`src/rtl/usb_cmd_responder.sv`:
```
// Single-byte command responder behind a USB-UART byte stream: ping, LED write/read, error status.
// Optional macro CMD_TIMEOUT_EN adds an argument-wait timeout in GET_ARG.
module usb_cmd_responder #(
  parameter logic [23:0] TIMEOUT_CYCLES = 24'd4800000,
  parameter logic [3:0]  LED_INIT       = 4'b0000
) (
  input  logic       clk,
  input  logic       rst_n,
  input  logic [7:0] rx_data,
  input  logic       rx_valid,
  output logic       rx_ready,
  output logic [7:0] tx_data,
  output logic       tx_valid,
  input  logic       tx_ready,
  output logic [3:0] led,
  output logic       busy
);

  localparam logic [1:0] IDLE    = 2'd0;
  localparam logic [1:0] GET_ARG = 2'd1;
  localparam logic [1:0] SEND    = 2'd2;

  localparam logic [7:0] OP_PING   = 8'h50;
  localparam logic [7:0] OP_READ   = 8'h52;
  localparam logic [7:0] OP_STATUS = 8'h53;
  localparam logic [7:0] OP_WRITE  = 8'h57;
  localparam logic [7:0] RPL_PONG  = 8'h4B;
  localparam logic [7:0] RPL_ACK   = 8'h06;
  localparam logic [7:0] RPL_NAK   = 8'h15;

  logic [1:0] state_reg;
  logic [7:0] tx_data_reg;
  logic       tx_valid_reg;
  logic [3:0] led_reg;
  logic [7:0] err_cnt_reg;
  logic [7:0] err_cnt_next;
  logic       rx_fire;
  logic       tx_fire;

`ifdef CMD_TIMEOUT_EN
  logic [23:0] timeout_cnt_reg;
`endif

  assign rx_ready = (state_reg != SEND);
  assign busy     = (state_reg != IDLE);
  assign tx_data  = tx_data_reg;
  assign tx_valid = tx_valid_reg;
  assign led      = led_reg;

  assign rx_fire = rx_valid && rx_ready;
  assign tx_fire = tx_valid_reg && tx_ready;

  // Error counter saturates so a flood of bad bytes never reads back as a small count.
  assign err_cnt_next = (err_cnt_reg == 8'hFF) ? 8'hFF : err_cnt_reg + 8'd1;

  always_ff @(posedge clk) begin
    if (!rst_n) begin
      state_reg    <= IDLE;
      tx_data_reg  <= 8'h00;
      tx_valid_reg <= 1'b0;
      led_reg      <= LED_INIT;
      err_cnt_reg  <= 8'h00;
`ifdef CMD_TIMEOUT_EN
      timeout_cnt_reg <= 24'd0;
`endif
    end else begin
      case (state_reg)
        IDLE: begin
          if (rx_fire) begin
            case (rx_data)
              OP_PING: begin
                tx_data_reg  <= RPL_PONG;
                tx_valid_reg <= 1'b1;
                state_reg    <= SEND;
              end
              OP_READ: begin
                tx_data_reg  <= {4'h0, led_reg};
                tx_valid_reg <= 1'b1;
                state_reg    <= SEND;
              end
              OP_STATUS: begin
                tx_data_reg  <= err_cnt_reg;
                tx_valid_reg <= 1'b1;
                state_reg    <= SEND;
              end
              OP_WRITE: begin
                state_reg <= GET_ARG;
`ifdef CMD_TIMEOUT_EN
                timeout_cnt_reg <= 24'd0;
`endif
              end
              default: begin
                tx_data_reg  <= RPL_NAK;
                tx_valid_reg <= 1'b1;
                err_cnt_reg  <= err_cnt_next;
                state_reg    <= SEND;
              end
            endcase
          end
        end
        GET_ARG: begin
          // An argument arriving on the expiry cycle takes priority over the timeout.
          if (rx_fire) begin
            led_reg      <= rx_data[3:0];
            tx_data_reg  <= RPL_ACK;
            tx_valid_reg <= 1'b1;
            state_reg    <= SEND;
          end
`ifdef CMD_TIMEOUT_EN
          else if (timeout_cnt_reg == TIMEOUT_CYCLES - 24'd1) begin
            tx_data_reg  <= RPL_NAK;
            tx_valid_reg <= 1'b1;
            err_cnt_reg  <= err_cnt_next;
            state_reg    <= SEND;
          end else begin
            timeout_cnt_reg <= timeout_cnt_reg + 24'd1;
          end
`endif
        end
        SEND: begin
          if (tx_fire) begin
            tx_valid_reg <= 1'b0;
            state_reg    <= IDLE;
          end
        end
        default: begin
          tx_valid_reg <= 1'b0;
          state_reg    <= IDLE;
        end
      endcase
    end
  end

endmodule

```
`config.mk`:
```
export PLATFORM = sky130hd
export DESIGN_NAME = usb_cmd_responder
export DESIGN_NICKNAME = d
export VERILOG_FILES = /design/src/rtl/usb_cmd_responder.sv
export SDC_FILE = /design/constraint.sdc
export NUM_CORES = 1
export LEC_CHECK = 0
export BUFFER_PORTS_ARGS = -buffer_cell sky130_fd_sc_hd__buf_2
export CAP_MARGIN = 40
export CELL_PAD_IN_SITES_DETAIL_PLACEMENT = 1
export CELL_PAD_IN_SITES_GLOBAL_PLACEMENT = 2
export CORE_MARGIN = 1
export CORE_UTILIZATION = 34
export DETAILED_ROUTE_END_ITERATION = 7
export GPL_ROUTABILITY_DRIVEN = 0
export PLACE_DENSITY = 0.92
export REMOVE_ABC_BUFFERS = 1
export SLEW_MARGIN = 25
export SYNTH_ARGS = -nofsm -noshare
export SYNTH_HDL_FRONTEND = slang
export SYNTH_SLANG_ARGS = --single-unit
export TNS_END_PERCENT = 1
```
`constraint.sdc`:
```
create_clock -name clk -period 2.4 [get_ports clk]
set_clock_uncertainty 0.1 [all_clocks]
set_input_delay 0.12 -clock clk [delete_from_list [all_inputs] [get_ports clk]]
set_output_delay 0.12 -clock clk [all_outputs]
set_load 0.1 [all_outputs]
```
==> results.py, run 1 <==
metrics = {
    "finish": {
        "nets": 172,
        "final_cell_mix": "buf_2 (26), dfxtp_1 (23), nor2_1 (15), nand2_1 (14), a21oi_1 (9)",
        "num_antenna_cells": 0,
        "layout-drive-gt1-share_pct": 27.2,
        "synthToLayoutAreaGrowth_pct": 18.2,
        "final_common_cell": "buf_2",
    },
    "die": {
        "core_um2": 3360,
        "die_x_um": 61.4,
        "num_io_pins": 27,
        "rows": 21,
        "start_util_pct": 35.7,
        "die-area_um2": 3770,
        "fp.dieH_um": 61.4,
    },
    "synth": {
        "synth_cells": 131,
        "yosysUniqueCellTypes": 43,
        "synth_seq_cells": 23,
        "synth-main-ff-cell": "dfxtp_1",
        "ys_warn_count": 0,
        "syn_area_um2": 1200,
        "syn_area_per_cell_um2": 9.17,
        "synthArstFlopShare_pct": 0,
        "ys_seq_area_share_pct": 38.3,
        "synth-edff-count": 0,
    },
    "sta": {
        "slew_headroom_pct": 61.2,
        "fmax_mhz": 518,
        "whs_ns": 0.0278,
        "rsz0062_at_grt": "no",
        "slew_viol_final": 0,
        "hold_viol_final": 0,
        "setup_tns_ns": 0,
        "fin_crit_sh_pct": 80.5,
        "period_minus_slack_ns": 1.93,
        "worst_slew_pin_slew_ns": 0.579,
        "setup_viol": 0,
    },
    "place": {
        "io_buffers": 26,
        "hpwlAfterDp_um": 2350,
    },
    "worst_setup_path": {
        "rrSetupSlack_ns": 0.56,
        "cpPeakStageDelay_ns": 0.53,
        "rr_startpoint": "state_reg[1]$_SDFFE_PN0P_",
        "cp-startpoint": "rx_data[3]",
        "arrival_ns": 2.08,
        "path_delay_family": "simple AND/OR/NAND/NOR gates",
        "timing.rr.end": "tx_data[0]$_SDFFE_PN0P_",
        "crit_chain": "dlygate4sd3_1, buf_2, nor4b_4, o211ai_4, and3_1, a311oi_1",
        "cp_num_buf_inv": 2,
        "cp_slowest_cell": "dlygate4sd3_1",
        "path_class": "input pin to flop",
        "path_max_fanout": 14,
        "rr_worst_depth": 4,
        "required_ns": 2.55,
        "critPathLaunchType": "input pin",
        "cp-end-kind": "flop",
    },
    "drt": {
        "vias": 1142,
        "highest_layer": "met4",
        "dr_wl_met3_um": 114,
        "met1_length_um": 1460,
        "drt-initial-drc-count": 57,
        "ant_nets": 0,
        "routed_wl_um": 3190,
        "avgViaCountPerCell": 5.60,
        "drc": 0,
        "wl_met2_um": 1560,
        "first_pass_iters": 4,
        "wl_per_cell_um": 15.6,
    },
    "global_route": {
        "grt_pass1_wl_um": 5030,
        "grt_max_degree": 18,
        "antenna_found_initial": 0,
        "grtUsageTotal_pct": 18.5,
        "grt_pass1_vias": 1092,
        "grt_overflow": 0,
    },
    "clock_network": {
        "cts_max_level": 1,
        "cts.path.max_buffers": 2,
        "cts_tree": "done",
        "clock_latency_ns": 0.33,
        "cts_root_buffer": "clkbuf_4",
        "cts_inserted_buffers": 3,
        "clkSinkCount": 23,
        "cts.clk_slew.worst_paths_ns": 0.14,
        "hold_buffers": 3,
        "cts_setup_buffers": 0,
        "ctsResizeCount": 0,
    },
    "pwr": {
        "p_leak_nw": 0.611,
        "peakVddDrop_v": 0.000194,
        "power_density_nw_per_um2": 548,
    },
    "hold_path": {
        "worstHoldPathCells": 3,
        "hp-start": "rx_data[2]",
        "whs_endpoint": "led[2]$_SDFFE_PN0P_",
        "min_path_type": "input pin to flop",
    },
    "flow_run": {
        "drv_cap": 0,
    },
    "run_status": {
        "status": "finished clean",
    },
}
[worst min-delay path, cell delays in order]
cell and delay [ns]:
buf_2 0.15, mux2i_1 0.09, nor2_1 0.08
[layout make-up]
| cell class | instances | area, µm² |
|---|---|---|
| sequential | 23 | 460 |
| timing repair buffer | 30 | 168 |
| fill | 427 | 1940 |
| multi-input combinational | 99 | 699 |
| inverter | 2 | 7.51 |
| tap | 46 | 57.6 |
| clock inverter | 1 | 5.00 |
| clock buffer | 3 | 22.5 |
[through the flow]
stage	power (mW)	worst slack (ns)	instance area, µm²	utilization (%)	instances
2_1_floorplan	0.539	0.569	1170	-	124
3_3_place_gp	0.586	0.659	1360	40.5	197
3_5_place_dp	0.591	0.599	1360	40.5	197
4_1_cts	0.788	0.462	1420	42.2	204
5_1_grt	0.819	0.357	1420	42.2	204
6_report	0.779	0.469	1420	42.2	204
[power by group]
part / internal (mW) / switching [mW] / total, mW
Clock: 0.0626 / 0.131 / 0.194
Sequential: 0.394 / 0.0113 / 0.405
Combinational: 0.0476 / 0.132 / 0.180
Total: 0.504 / 0.274 / 0.779
[synthesized netlist by cell type, types with 2 or more instances]
| cell | number | area [µm²] |
|---|---|---|
| nand2_1 | 14 | 52.6 |
| and2_1 | 2 | 12.5 |
| and4_1 | 3 | 26.3 |
| o311a_1 | 3 | 30.0 |
| a41o_2 | 3 | 33.8 |
| nor2b_1 | 2 | 12.5 |
| clkbuf_1 | 6 | 22.5 |
| dfxtp_1 | 23 | 460 |
| nand2b_1 | 7 | 43.8 |
| a31oi_1 | 4 | 25.0 |
| nor3_1 | 2 | 10.0 |
| a21oi_1 | 9 | 45.0 |
| nor2_1 | 15 | 56.3 |
| and3_1 | 3 | 18.8 |
| o21ai_0 | 2 | 10.0 |
| o32ai_1 | 3 | 26.3 |
| mux2i_1 | 4 | 40.0 |
[worst max path at each step]
stage,end,slack [ns],cells after the start
4_1_cts,err_cnt_reg[2]$_SDFFE_PN0P_,0.46,6
3_3_place_gp,tx_data[0]$_SDFFE_PN0P_,0.66,4
2_1_floorplan,tx_data[1]$_SDFFE_PN0P_,0.57,3
6_report,err_cnt_reg[2]$_SDFFE_PN0P_,0.47,6
3_5_place_dp,tx_data[0]$_SDFFE_PN0P_,0.60,4
5_1_grt,err_cnt_reg[2]$_SDFFE_PN0P_,0.36,6
[cell families after synthesis]
family          synth area share (%)
compound gates                  26.5
mux                             3.33
fa+ha+maj                       1.04
simple gates                    27.4
flops                           38.3
buf+inv                         3.44
[routing by layer]
metal	vias up	GRT usage, %
met2	30	32.1
li1	549	-
met4	0	7.62
met5	-	0
met3	5	2.52
met1	558	23.1
No activity file was read; power rests on OpenSTA's default activity.
==> run 2, diff against run 1 <==
Settings changed: CORE_UTILIZATION 34 to 31, PLACE_DENSITY 0.92 to 0.85.
Clock period 2.4 ns to 1.8 ns, I/O delays scaled along.
==> run 2 against run 1 <==
  * Register-to-register slack worse by 0.41 ns
  * Worst hold slack worse by 0.0093 ns
  * Global-route usage down 1.4 points
  * Design area is 3.5% higher
  * Non-clock buffer count grew 4
  * Cell count is 2.9% higher
  * Combinational power grew 37%
  * Core utilization down 2.4 points
  * Total power grew 43%
  * Clock power increased by 69%
==> results.py, run 2 (synthesis results as in run 1) <==
metrics = {
    "finish": {
        "synthToLayoutAreaGrowth_pct": 22.4,
        "nets": 176,
        "num_antenna_cells": 0,
        "fillers": 452,
        "final_common_cell": "buf_2",
        "final_cell_area_um2": 1470,
        "final_cell_mix": "buf_2 (26), dfxtp_1 (21), nor2_1 (15), nand2_1 (14), a21oi_1 (9)",
        "layout-drive-gt1-share_pct": 33.3,
    },
    "worst_setup_path": {
        "path_max_fanout": 5,
        "required_ns": 1.87,
        "rr_worst_depth": 5,
        "arrival_ns": 1.72,
        "rrSetupSlack_ns": 0.15,
        "cp-end-kind": "flop",
        "path_class": "flop to flop",
        "timing.rr.end": "err_cnt_reg[2]$_SDFFE_PN0P_",
        "rr_startpoint": "err_cnt_reg[0]$_SDFFE_PN0P_",
        "critPathLaunchType": "flop",
    },
    "drt": {
        "first_pass_iters": 4,
        "routed_wl_um": 3290,
        "wl_per_cell_um": 15.7,
        "avgViaCountPerCell": 5.46,
        "drc": 0,
        "vias": 1146,
        "ant_nets": 0,
        "drt-initial-drc-count": 42,
    },
    "pwr": {
        "peakVddDrop_v": 0.000295,
        "p_leak_nw": 0.640,
        "netSwitchingPower_mw": 0.366,
        "power_mw": 1.12,
        "clock_power_share_pct": 29.4,
        "p_seq_share_pct": 48.4,
        "netSwitchingFraction_pct": 32.8,
        "p_int_mw": 0.750,
        "p_comb_share_pct": 22.2,
        "power_density_nw_per_um2": 759,
    },
    "clock_network": {
        "cts_inserted_buffers": 3,
        "clkSinkCount": 23,
        "cts_tree": "done",
        "cts.clk_slew.worst_paths_ns": 0.09,
        "cts_max_level": 1,
        "cts.path.max_buffers": 2,
        "cts_root_buffer": "clkbuf_8",
        "clock_latency_ns": 0.26,
        "hold_buffers": 0,
    },
    "global_route": {
        "grt_use_met1_pct": 22.8,
        "grt_use_met2_pct": 29.5,
        "grt_pass1_vias": 1165,
        "grt_overflow": 0,
        "antenna_found_initial": 0,
        "grt_max_degree": 18,
        "grt_busiest_layer": "met2",
        "grt_pass1_wl_um": 5630,
        "met3_usage_pct": 2.50,
        "grtUsageTotal_pct": 17.1,
    },
    "die": {
        "rows": 22,
        "fp.dieH_um": 64.2,
        "die_x_um": 64.2,
        "die-area_um2": 4130,
        "num_io_pins": 27,
        "start_util_pct": 32.6,
        "core_um2": 3690,
    },
    "flow_run": {
        "drv_cap": 0,
    },
    "sta": {
        "whs_ns": 0.0186,
        "hold_viol_final": 0,
        "slew_viol_final": 0,
        "worst_slew_pin_slew_ns": 0.486,
        "fin_crit_sh_pct": 91.5,
        "setup_tns_ns": 0,
        "setup_viol": 0,
        "fmax_mhz": 607,
        "period_minus_slack_ns": 1.65,
        "slew_headroom_pct": 67.8,
    },
    "place": {
        "dpl_cell_area_um2": 1400,
        "hpwlAfterDp_um": 2450,
        "io_buffers": 26,
    },
    "hold_path": {
        "worstHoldPathCells": 3,
        "whs_endpoint": "led[3]$_SDFFE_PN0P_",
        "hp-start": "rx_data[3]",
        "min_path_type": "input pin to flop",
    },
    "run_status": {
        "status": "finished clean",
    },
}
==> run 2: cell count changes in the layout (fill, tap and decap cells not counted), sizes merged <==
cell         before  now
buf              27   34
dlygate4sd3       3    0
==> run 2: worst max-delay path by stage <==
stage                                startpoint                     endpoint  slack, ns  depth (start not counted)
global placement      state_reg[0]$_SDFFE_PN0P_      tx_data[1]$_SDFFE_PN0P_       0.15                          4
detailed placement  err_cnt_reg[0]$_SDFFE_PN0P_  err_cnt_reg[2]$_SDFFE_PN0P_       0.09                          5
CTS                 err_cnt_reg[0]$_SDFFE_PN0P_  err_cnt_reg[2]$_SDFFE_PN0P_       0.05                          5
global route        err_cnt_reg[1]$_SDFFE_PN0P_  err_cnt_reg[2]$_SDFFE_PN0P_     -0.001                          5
floorplan                   led[1]$_SDFFE_PN0P_      tx_data[1]$_SDFFE_PN0P_      -0.03                          3
finish              err_cnt_reg[0]$_SDFFE_PN0P_  err_cnt_reg[2]$_SDFFE_PN0P_       0.15                          5
==> run 2: per-stage QoR <==
step / utilization (%) / cells / setup slack, ns
4_1_cts: 39.3 / 208 / 0.0490
3_3_place_gp: 38.0 / 204 / 0.149
5_1_grt: 39.9 / 210 / -0.00127
3_5_place_dp: 38.0 / 204 / 0.0898
2_1_floorplan: - / 124 / -0.0310
6_report: 39.9 / 210 / 0.153
==> run 2: layout make-up <==
| cell class | count | area [µm²] | share of cell area (%) |
|---|---|---|---|
| clock buffer | 3 | 41.3 | 2.81 |
| multi-input combinational | 99 | 703 | 47.8 |
| tap | 48 | 60.1 | 4.09 |
| inverter | 2 | 7.51 | 0.511 |
| timing repair buffer | 34 | 190 | 12.9 |
| clock inverter | 1 | 5.00 | 0.340 |
| sequential | 23 | 463 | 31.5 |
==> run 2: power by group through the flow <==
stage	Sequential (mW)	Clock [mW]	Combinational, mW
6_report	0.540	0.328	0.247
5_1_grt	0.543	0.367	0.263
4_1_cts	0.539	0.340	0.243
3_5_place_dp	0.551	0	0.242
3_3_place_gp	0.549	0	0.238
2_1_floorplan	0.615	0	0.104
==> run 2: what timing repair did <==
item / 4_1_cts / 5_1_grt
buffers inserted: 0 / 2
endpoints found under the setup margin: 0 / 3
resized for setup: 0 / 4
hold endpoints to repair: 0 / 0
==> run 2: critical path, stage by stage, from the launching register on <==
cell	delay, ns
dfxtp_2	0.38
ha_2	0.22
and2_2	0.20
nand3_1	0.16
and3_1	0.24
a311oi_1	0.27
==> run 2: per-layer routing <==
metal,wire (µm),vias up
li1,-,554
met1,1540,560
met2,1630,32
met3,120,0
met4,0,0
met5,0,-
